==> config.mk <==
export PLATFORM = sky130hd
export DESIGN_NAME = spike_rate_decoder
export DESIGN_NICKNAME = d
export VERILOG_FILES = /design/src/rtl/spike_pkg.sv /design/src/rtl/spike_rate_decoder_hex_to_7seg.sv /design/src/rtl/spike_rate_decoder.sv
export SDC_FILE = /design/constraint.sdc
export NUM_CORES = 1
export LEC_CHECK = 0
export CAP_MARGIN = 20
export CORE_MARGIN = 2
export CORE_UTILIZATION = 30
export CTS_BUF_LIST = sky130_fd_sc_hd__clkbuf_16
export CTS_CLUSTER_SIZE = 25
export DETAILED_ROUTE_END_ITERATION = 10
export HOLD_SLACK_MARGIN = 0.12
export SYNTH_ARGS = -nofsm -noshare
export SYNTH_HDL_FRONTEND = slang
export SYNTH_SLANG_ARGS = --single-unit
export TNS_END_PERCENT = 5
==> constraint.sdc <==
create_clock -name clk -period 2.3 [get_ports clk]
set_clock_uncertainty 0.05 [all_clocks]
set_input_delay 0.345 -clock clk [delete_from_list [all_inputs] [get_ports clk]]
set_output_delay 0.345 -clock clk [all_outputs]
set_load 0.005 [all_outputs]
==> src/rtl/spike_pkg.sv <==
// Shared types and constants for the spike rate decoder: FSM states and seven-segment widths.
package spike_pkg;

  typedef enum logic [1:0] {
    IDLE  = 2'd0,
    COUNT = 2'd1,
    LATCH = 2'd2
  } state_t;

  localparam logic [6:0] SEG_ZERO = 7'h3F;
  localparam int         SEG_W    = 15;

endpackage

==> src/rtl/spike_rate_decoder_hex_to_7seg.sv <==
// Combinational hex digit to active-high seven-segment pattern (a=bit0 .. g=bit6).
module hex_to_7seg (
  input  logic [3:0] hex,
  output logic [6:0] seg
);

  always_comb begin
    seg = 7'h00;
    case (hex)
      4'h0: seg = 7'h3F;
      4'h1: seg = 7'h06;
      4'h2: seg = 7'h5B;
      4'h3: seg = 7'h4F;
      4'h4: seg = 7'h66;
      4'h5: seg = 7'h6D;
      4'h6: seg = 7'h7D;
      4'h7: seg = 7'h07;
      4'h8: seg = 7'h7F;
      4'h9: seg = 7'h6F;
      4'hA: seg = 7'h77;
      4'hB: seg = 7'h7C;
      4'hC: seg = 7'h39;
      4'hD: seg = 7'h5E;
      4'hE: seg = 7'h79;
      4'hF: seg = 7'h71;
      default: seg = 7'h00;
    endcase
  end

endmodule

==> src/rtl/spike_rate_decoder.sv <==
// Counts spike rising edges per WINDOW clocks, latches the rate and shows it as two hex digits.
// Optional SPIKE_DECODER_ISI_EN adds last_isi: clocks between the two most recent spike edges.
module spike_rate_decoder
  import spike_pkg::*;
#(
  parameter logic [23:0] WINDOW = 24'd10_000_000,
  parameter int          CNT_W  = 8
) (
  input  logic              clk,
  input  logic              rst,
  input  logic              spike_in,
  input  logic              en,
  output logic [CNT_W-1:0]  rate_count,
  // rate_valid: one-cycle strobe, no back-pressure; rate_count/seg_out are stable until the next strobe
  output logic              rate_valid,
  output logic [SEG_W-1:0]  seg_out,
`ifdef SPIKE_DECODER_ISI_EN
  output logic [15:0]       last_isi,
`endif
  output state_t            state_dbg
);

  localparam logic [CNT_W-1:0] CNT_MAX = '1;

  state_t            state, next_state;
  logic [23:0]       win_cnt;
  logic [CNT_W-1:0]  spk_cnt;
  logic [CNT_W-1:0]  spk_inc;
  logic              spike_prev;
  logic              spike_edge;
  logic [7:0]        disp_byte;
  logic [6:0]        seg_lo, seg_hi;

  assign spike_edge = spike_in & ~spike_prev;
  assign spk_inc    = (spk_cnt == CNT_MAX) ? spk_cnt
                                           : spk_cnt + {{(CNT_W-1){1'b0}}, spike_edge};
  assign state_dbg  = state;

  // Digits always show the low byte of the value about to be latched.
  generate
    if (CNT_W >= 8) begin : g_byte_wide
      assign disp_byte = spk_inc[7:0];
    end else begin : g_byte_narrow
      assign disp_byte = {{(8-CNT_W){1'b0}}, spk_inc};
    end
  endgenerate

  hex_to_7seg u_seg_lo (.hex(disp_byte[3:0]), .seg(seg_lo));
  hex_to_7seg u_seg_hi (.hex(disp_byte[7:4]), .seg(seg_hi));

  always_ff @(posedge clk) begin
    if (rst) state <= IDLE;
    else     state <= next_state;
  end

  always_comb begin
    next_state = state;
    case (state)
      IDLE:    if (en) next_state = COUNT;
      COUNT:   if (!en) next_state = IDLE;
               else if (win_cnt == WINDOW - 24'd2) next_state = LATCH;
      LATCH:   next_state = en ? COUNT : IDLE;
      default: next_state = IDLE;
    endcase
  end

  always_ff @(posedge clk) begin
    if (rst) begin
      spike_prev <= 1'b0;
      win_cnt    <= '0;
      spk_cnt    <= '0;
      rate_count <= '0;
      rate_valid <= 1'b0;
      seg_out    <= {1'b0, SEG_ZERO, SEG_ZERO};
    end else begin
      spike_prev <= spike_in;
      rate_valid <= 1'b0;
      case (state)
        COUNT: begin
          // Dropping en discards the partial window; the displayed rate holds.
          if (!en) begin
            win_cnt <= '0;
            spk_cnt <= '0;
          end else begin
            win_cnt <= win_cnt + 24'd1;
            spk_cnt <= spk_inc;
          end
        end
        LATCH: begin
          rate_count <= spk_inc;
          rate_valid <= 1'b1;
          seg_out    <= {(spk_inc == CNT_MAX), seg_hi, seg_lo};
          win_cnt    <= '0;
          spk_cnt    <= '0;
        end
        default: begin
          win_cnt <= '0;
          spk_cnt <= '0;
        end
      endcase
    end
  end

`ifdef SPIKE_DECODER_ISI_EN
  logic [15:0] isi_cnt;
  logic        isi_armed;

  // isi_cnt restarts at 0 on an edge, so the interval to the next edge is isi_cnt + 1.
  always_ff @(posedge clk) begin
    if (rst) begin
      isi_cnt   <= '0;
      isi_armed <= 1'b0;
      last_isi  <= '0;
    end else if (spike_edge) begin
      isi_cnt   <= '0;
      isi_armed <= 1'b1;
      if (isi_armed) last_isi <= (isi_cnt == 16'hFFFF) ? 16'hFFFF : isi_cnt + 16'd1;
    end else if (isi_cnt != 16'hFFFF) begin
      isi_cnt <= isi_cnt + 16'd1;
    end
  end
`endif

endmodule

* After elaboration in Yosys (flattened, before gate mapping)
Memory sizes are Yosys's and may differ from the RTL's. A register that Yosys moved wholly into a read port is not among the register bits. Cells that the tools add are included.
Operators by class: add/sub/neg operators 2, equality and inequality tests 7, mux-type cells 7, bitwise logic cells 4, reductions and logical operators 3
Operators by type and width (count):
- adder 24 x 1 -> 24 bit (second input constant) | 1
- equality test 24 bit (second input constant) | 1
- equality test 8 bit (second input constant) | 2
- adder 8 x 1 -> 8 bit | 1
- two-way mux 8 bit | 1
- two-way mux 2 bit | 3
- case mux 2 bit (3 select lines) | 1
- inequality test 3 bit (second input constant) | 1
- inverter 1 bit | 3
- OR reduction 3 bit | 1
- equality test 2 x 1 -> 1 bit (second input constant) | 1
- equality test 2 bit (second input constant) | 1
- zero test 2 bit | 1
- two-way mux 1 bit | 2
- inequality test 2 bit (second input constant) | 1
- AND reduction 2 bit | 1
- AND 1 bit | 1
Word-level totals: register bits after elaboration 59, memory bits (read-only) 224, output and inout port bits 26, logic and storage cells 32, memories kept 2
Memory list:
- (name not given) | depth 16, width 7, read ports 1, clocked after Yosys merged registers in 1, write ports 0, RTL line spike_rate_decoder_hex_to_7seg.sv:9 | case (hex)
- (name not given) | depth 16, width 7, read ports 1, clocked after Yosys merged registers in 1, write ports 0, RTL line spike_rate_decoder_hex_to_7seg.sv:9

* Depth between registers and ports, before layout
depth after elaboration 5, gate-level depth with buffers 10, depth with buffers taken out 10

* Cells and area by module
Synthesis repeated with hierarchy kept, for this count alone.
Second synthesis, totals: cells, all modules 358, area total of the unflattened synthesis 3111.7 µm²
Modules (own cells, without submodules):
- spike_rate_decoder | instances 1, cells an instance 292, area an instance 2536.2 µm²
- hex_to_7seg | instances 2, cells an instance 33, area an instance 287.8 µm²

* Least setup slack after synthesis
Ideal clock, no wire load.
path type input to register, from input port spike_in, to register seg_out[7], library setup time 0.062 ns, arrival time 2.348 ns, path slack -0.161 ns, cell stages on the path 8, cells stage by stage nor2b_1 ha_1 nand4_1 o21ai_0 inv_1 ha_1 or4b_1 nand3_1
Between the ends: cells in the longest elaborated chain, start to end 3
RTL lines:
- start, declared | RTL line spike_rate_decoder.sv:11 | input logic spike_in,
- AND 1 bit | RTL line spike_rate_decoder.sv:34 | assign spike_edge = spike_in & ~spike_prev;
- adder 8 x 1 -> 8 bit | RTL line spike_rate_decoder.sv:36 | : spk_cnt + {{(CNT_W-1){1'b0}}, spike_edge};
- two-way mux 8 bit | RTL line spike_rate_decoder.sv:35 | assign spk_inc = (spk_cnt == CNT_MAX) ? spk_cnt
- via disp_byte[4] | RTL line spike_rate_decoder.sv:31 | logic [7:0] disp_byte;
- end, declared | RTL line spike_rate_decoder.sv:16 | output logic [SEG_W-1:0] seg_out,
The timed path passes the listed nets, and every way through them passes these cells. A chain may end at the register's enable or synchronous reset.

* Worst setup path after layout
from register spk_cnt[6], to register seg_out[11]
Between the ends: cells in the longest elaborated chain, start to end 2, elaborated cells on any way between the ends 3, those cells by class add/sub (1); eq/ne (1); mux (1)
RTL lines:
- start, declared | RTL line spike_rate_decoder.sv:27 | logic [CNT_W-1:0] spk_cnt;
- start signal, assigned | RTL line spike_rate_decoder.sv:86 | spk_cnt <= spk_inc;
- adder 8 x 1 -> 8 bit or equality test 8 bit (tied branches) | RTL line spike_rate_decoder.sv:36, spike_rate_decoder.sv:35
- two-way mux 8 bit * | RTL line spike_rate_decoder.sv:35
Mark *: on every way between the ends. The rest lies on a longest branch, timed or not.

==> results by group <==
Critical path
  – Cells traversed along the worst timing path: nand4_1 > o21ai_1 > o21ai_2 > buf_6 > ha_2 > a211o_1 > a221o_1
  – Startpoint type of the worst setup path: flip-flop
  – Cell at the slowest stage of the critical path: dfxtp_1
  – Required time at the endpoint of the critical path: 2.47 ns
  – Minimum setup slack among reg-to-reg paths: 0.19 ns
  – Critical path capture point type: flip-flop
  – Startpoint-to-endpoint class of the critical path: reg -> reg
  – Maximum fanout encountered on the critical timing path: 7
  – Arrival time of data at the critical path endpoint: around 2.3 ns
  – CP peak stage delay: 0.48 ns

Floorplanning
  – I/O pin count: 30
  – Initial standard-cell utilization of the core: 30.9%
  – X dimension of the die: 104 µm
  – Std-Cell Core Area: 9770 µm²
  – Rows: 36
  – Vert. Die Dim: 104 µm
  – Die Outline Area: 10,900 µm²

Detailed routing
  – DRC Markers: 0
  – Drt total wl: 8010 µm
  – Drt first-iter violations: 100
  – Routed wirelength normalized by instance count: about 14 µm
  – Count of nets left with antenna violations after detail routing: 0
  – Number of detailed-routing iterations run before antenna repair: 4
  – Vias after detailed routing: 2,806
  – Per-cell via count in the routed design: 4.98

Clocking
  – Clk root buf: clkbuf_16
  – Clock transition at the registers of the reported paths: 0.06 ns
  – Clock latency on the worst-skew pair: 0.33 ns
  – Number of sinks driven by the clock tree: slightly below 60
  – Number of hold buffers added after cts: 0
  – Buffer levels on the longest clock path: 2
  – Number of levels the H-tree was split into: 3
  – Clock tree from TritonCTS: built
  – TritonCTS Buffers: 9

Global routing
  – Wire length of the first global-routing pass: 13,400 µm
  – Overflow after GRT: 0
  – Initial antenna violation count: 0
  – All-layer global routing usage: between 10% and 20%
  – Number of global-route vias before repair: 2,761
  – Maximum number of pins on one net before global-route repair: 34

Place
  – Worst setup slack before clock tree synthesis: -0.466 ns
  – Placer Congestion: 0.885
  – Buffers added on ports: 29
  – Placed cell count: 545
  – Hpwl dp: between 5000 and 6000 µm

Final layout
  – Area of the multi-input gates: 1850 µm²
  – Fraction of layout cells with a size suffix above 1: 22.5%
  – Post-route core utilization: 43.4%
  – Most frequent standard cell in the layout excluding fill and tap cells: dfxtp_1
  – Fillers: 974
  – Number of antenna diodes: 0
  – Register cell area after layout: 1180 µm²
  – Top library cells by usage in the layout, fill and taps aside: dfxtp_1 (58), nor2_1 (50), buf_4 (50)
  – Final cell count without fillers: 564
  – Net count of the finished layout: approximately 450
  – Area growth, synth to finish: 40.5%

Logic synthesis
  – Flip-flop and latch count after synthesis: 59
  – Number of synthesized flops with an enable pin: 0
  – Instance count of the mapped netlist: 349
  – Async SR Flop Fraction: 0%
  – Count of synthesis-stage warnings from yosys: 0
  – Sequential share of the synthesized area: 39.1%
  – Most used flip-flop cell after synthesis: dfxtp_1
  – Synth unique cells: 57
  – Synth Cell Area: 3020 µm²
  – Net Count, Synth: 372
  – Synthesized area per cell: 8.66 µm²

STA
  – Final period util: around nine tenths
  – Worst hold margin: 0.233 ns
  – Hold Violations, Final: 0
  – RSZ-0062 raised after global routing: false
  – Number of failing setup endpoints in the final timing report: 0
  – Measured slew at the worst slew-check pin: roughly 0.56 ns
  – Final Max Tran Viols: 0
  – Worst Setup Slack, final: 0.193 ns
  – Max-slew headroom: 62.4%
  – Clock period minus final worst setup slack: 2.11 ns
  – Fmax achieved: 475 MHz

Worst hold path
  – Path type of the worst min-delay path: in -> reg

Pwr
  – Total leakage power: 1.62 nW
  – Peak supply drop: about 0.00052 V
  – Pwr per Cell Area: 584 nW/µm²

Run status
  – Result of the run: completed

Flow run
  – Reported max-cap violation count: 0
[layout make-up]
cell class	instances	area share, %
inverters	10	0.884
clock inverters	7	1.97
multi-input cells	265	43.6
repair buffers	81	16.5
well taps	133	3.92
clock buffers	9	5.30
flip-flops and latches	59	27.8
[cells by family after synthesis]
group,after synthesis,synth area share (%)
compound gates,67,15.8
buf+inv,25,3.31
fa+ha+maj,19,7.86
simple gates,152,26.1
mux,2,0.662
xor+xnor,25,7.24
flops,59,39.1
[final timing paths]
kind | cells past startpoint | endpoint | from
max | 7 | seg_out[11] | spk_cnt[6]
min | 2 | spike_prev | spike_in
max reg2reg | 7 | seg_out[11] | spk_cnt[6]
min reg2reg | 2 | rate_count[7] | rate_count[7]
[where the power goes]
part           switching [mW]  internal (mW)  total [mW]
Clock                   0.532          0.859        1.39
Combinational          0.0350         0.0265      0.0616
Sequential            0.00307           1.02        1.03
[cells in the mapped netlist (all sizes together) (2+ instances only)]
cell type	number	area, µm²
nor3	7	35.0
a211o	3	26.3
clkbuf	12	45.0
dfxtp	59	1180
ha	19	238
nor4	3	33.8
nand3	17	85.1
a21o	2	15.0
and2	5	31.3
mux2i	2	20.0
o211ai	2	15.0
and3	6	37.5
a211oi	8	60.1
nand3b	2	15.0
inv	10	37.5
or4b	2	20.0
nor2	51	194
nand2	27	101
nand4	17	119
buf	3	17.5
xor2	20	175
o21bai	2	18.8
a221oi	3	26.3
a2111oi	2	23.8
o2111ai	2	17.5
nor2b	3	18.8
xnor2	5	43.8
and4	3	28.8
a21oi	18	90.1
nand2b	2	12.5
a31oi	2	18.8
o21ai	11	55.1
nor4b	2	17.5
o31ai	3	22.5
a221o	2	20.0
[per-stage QoR]
step / power, mW / setup TNS (ns) / cell area (µm²)
after detailed placement: 1.11 / -5.04 / 3800
after CTS: 2.51 / 0 / 4130
after global routing: 2.57 / 0 / 4250
after global placement: 1.11 / -4.55 / 3800
final: 2.48 / 0 / 4250
after floorplan: 1.08 / 0 / 3020
[routing by layer]
metal	GRT usage (%)	share of wire (%)	wire, µm
met5	0	0	0
met4	3.86	1.1	85
met3	4.45	4.3	348
met2	24.8	48	3850
met1	19.4	47	3720
[worst max-delay path: cells and delay by family (launching register included)]
family | cells | cell delay, ns
AOI/OAI and AO/OA | 4 | 0.93
DFF | 1 | 0.48
and+or+nand+nor | 1 | 0.22
adders and majority gates | 1 | 0.17
buffers and inverters | 1 | 0.14
[registers in the layout, summed over array words and instances (netlist names)]
register and cells:
state_dbg 2, rate_valid 1, spike_prev 1, win_cnt 24, spk_cnt 8, rate_count 8
seg_out 15
[repair_timing]
item | CTS | global route
endpoints found under the setup margin | 5 | 13
cloned | 0 | 0
resized for setup | 6 | 21
pin swaps | 1 | 6
setup buffers | 0 | 3
No activity file was read; power rests on OpenSTA's default activity.
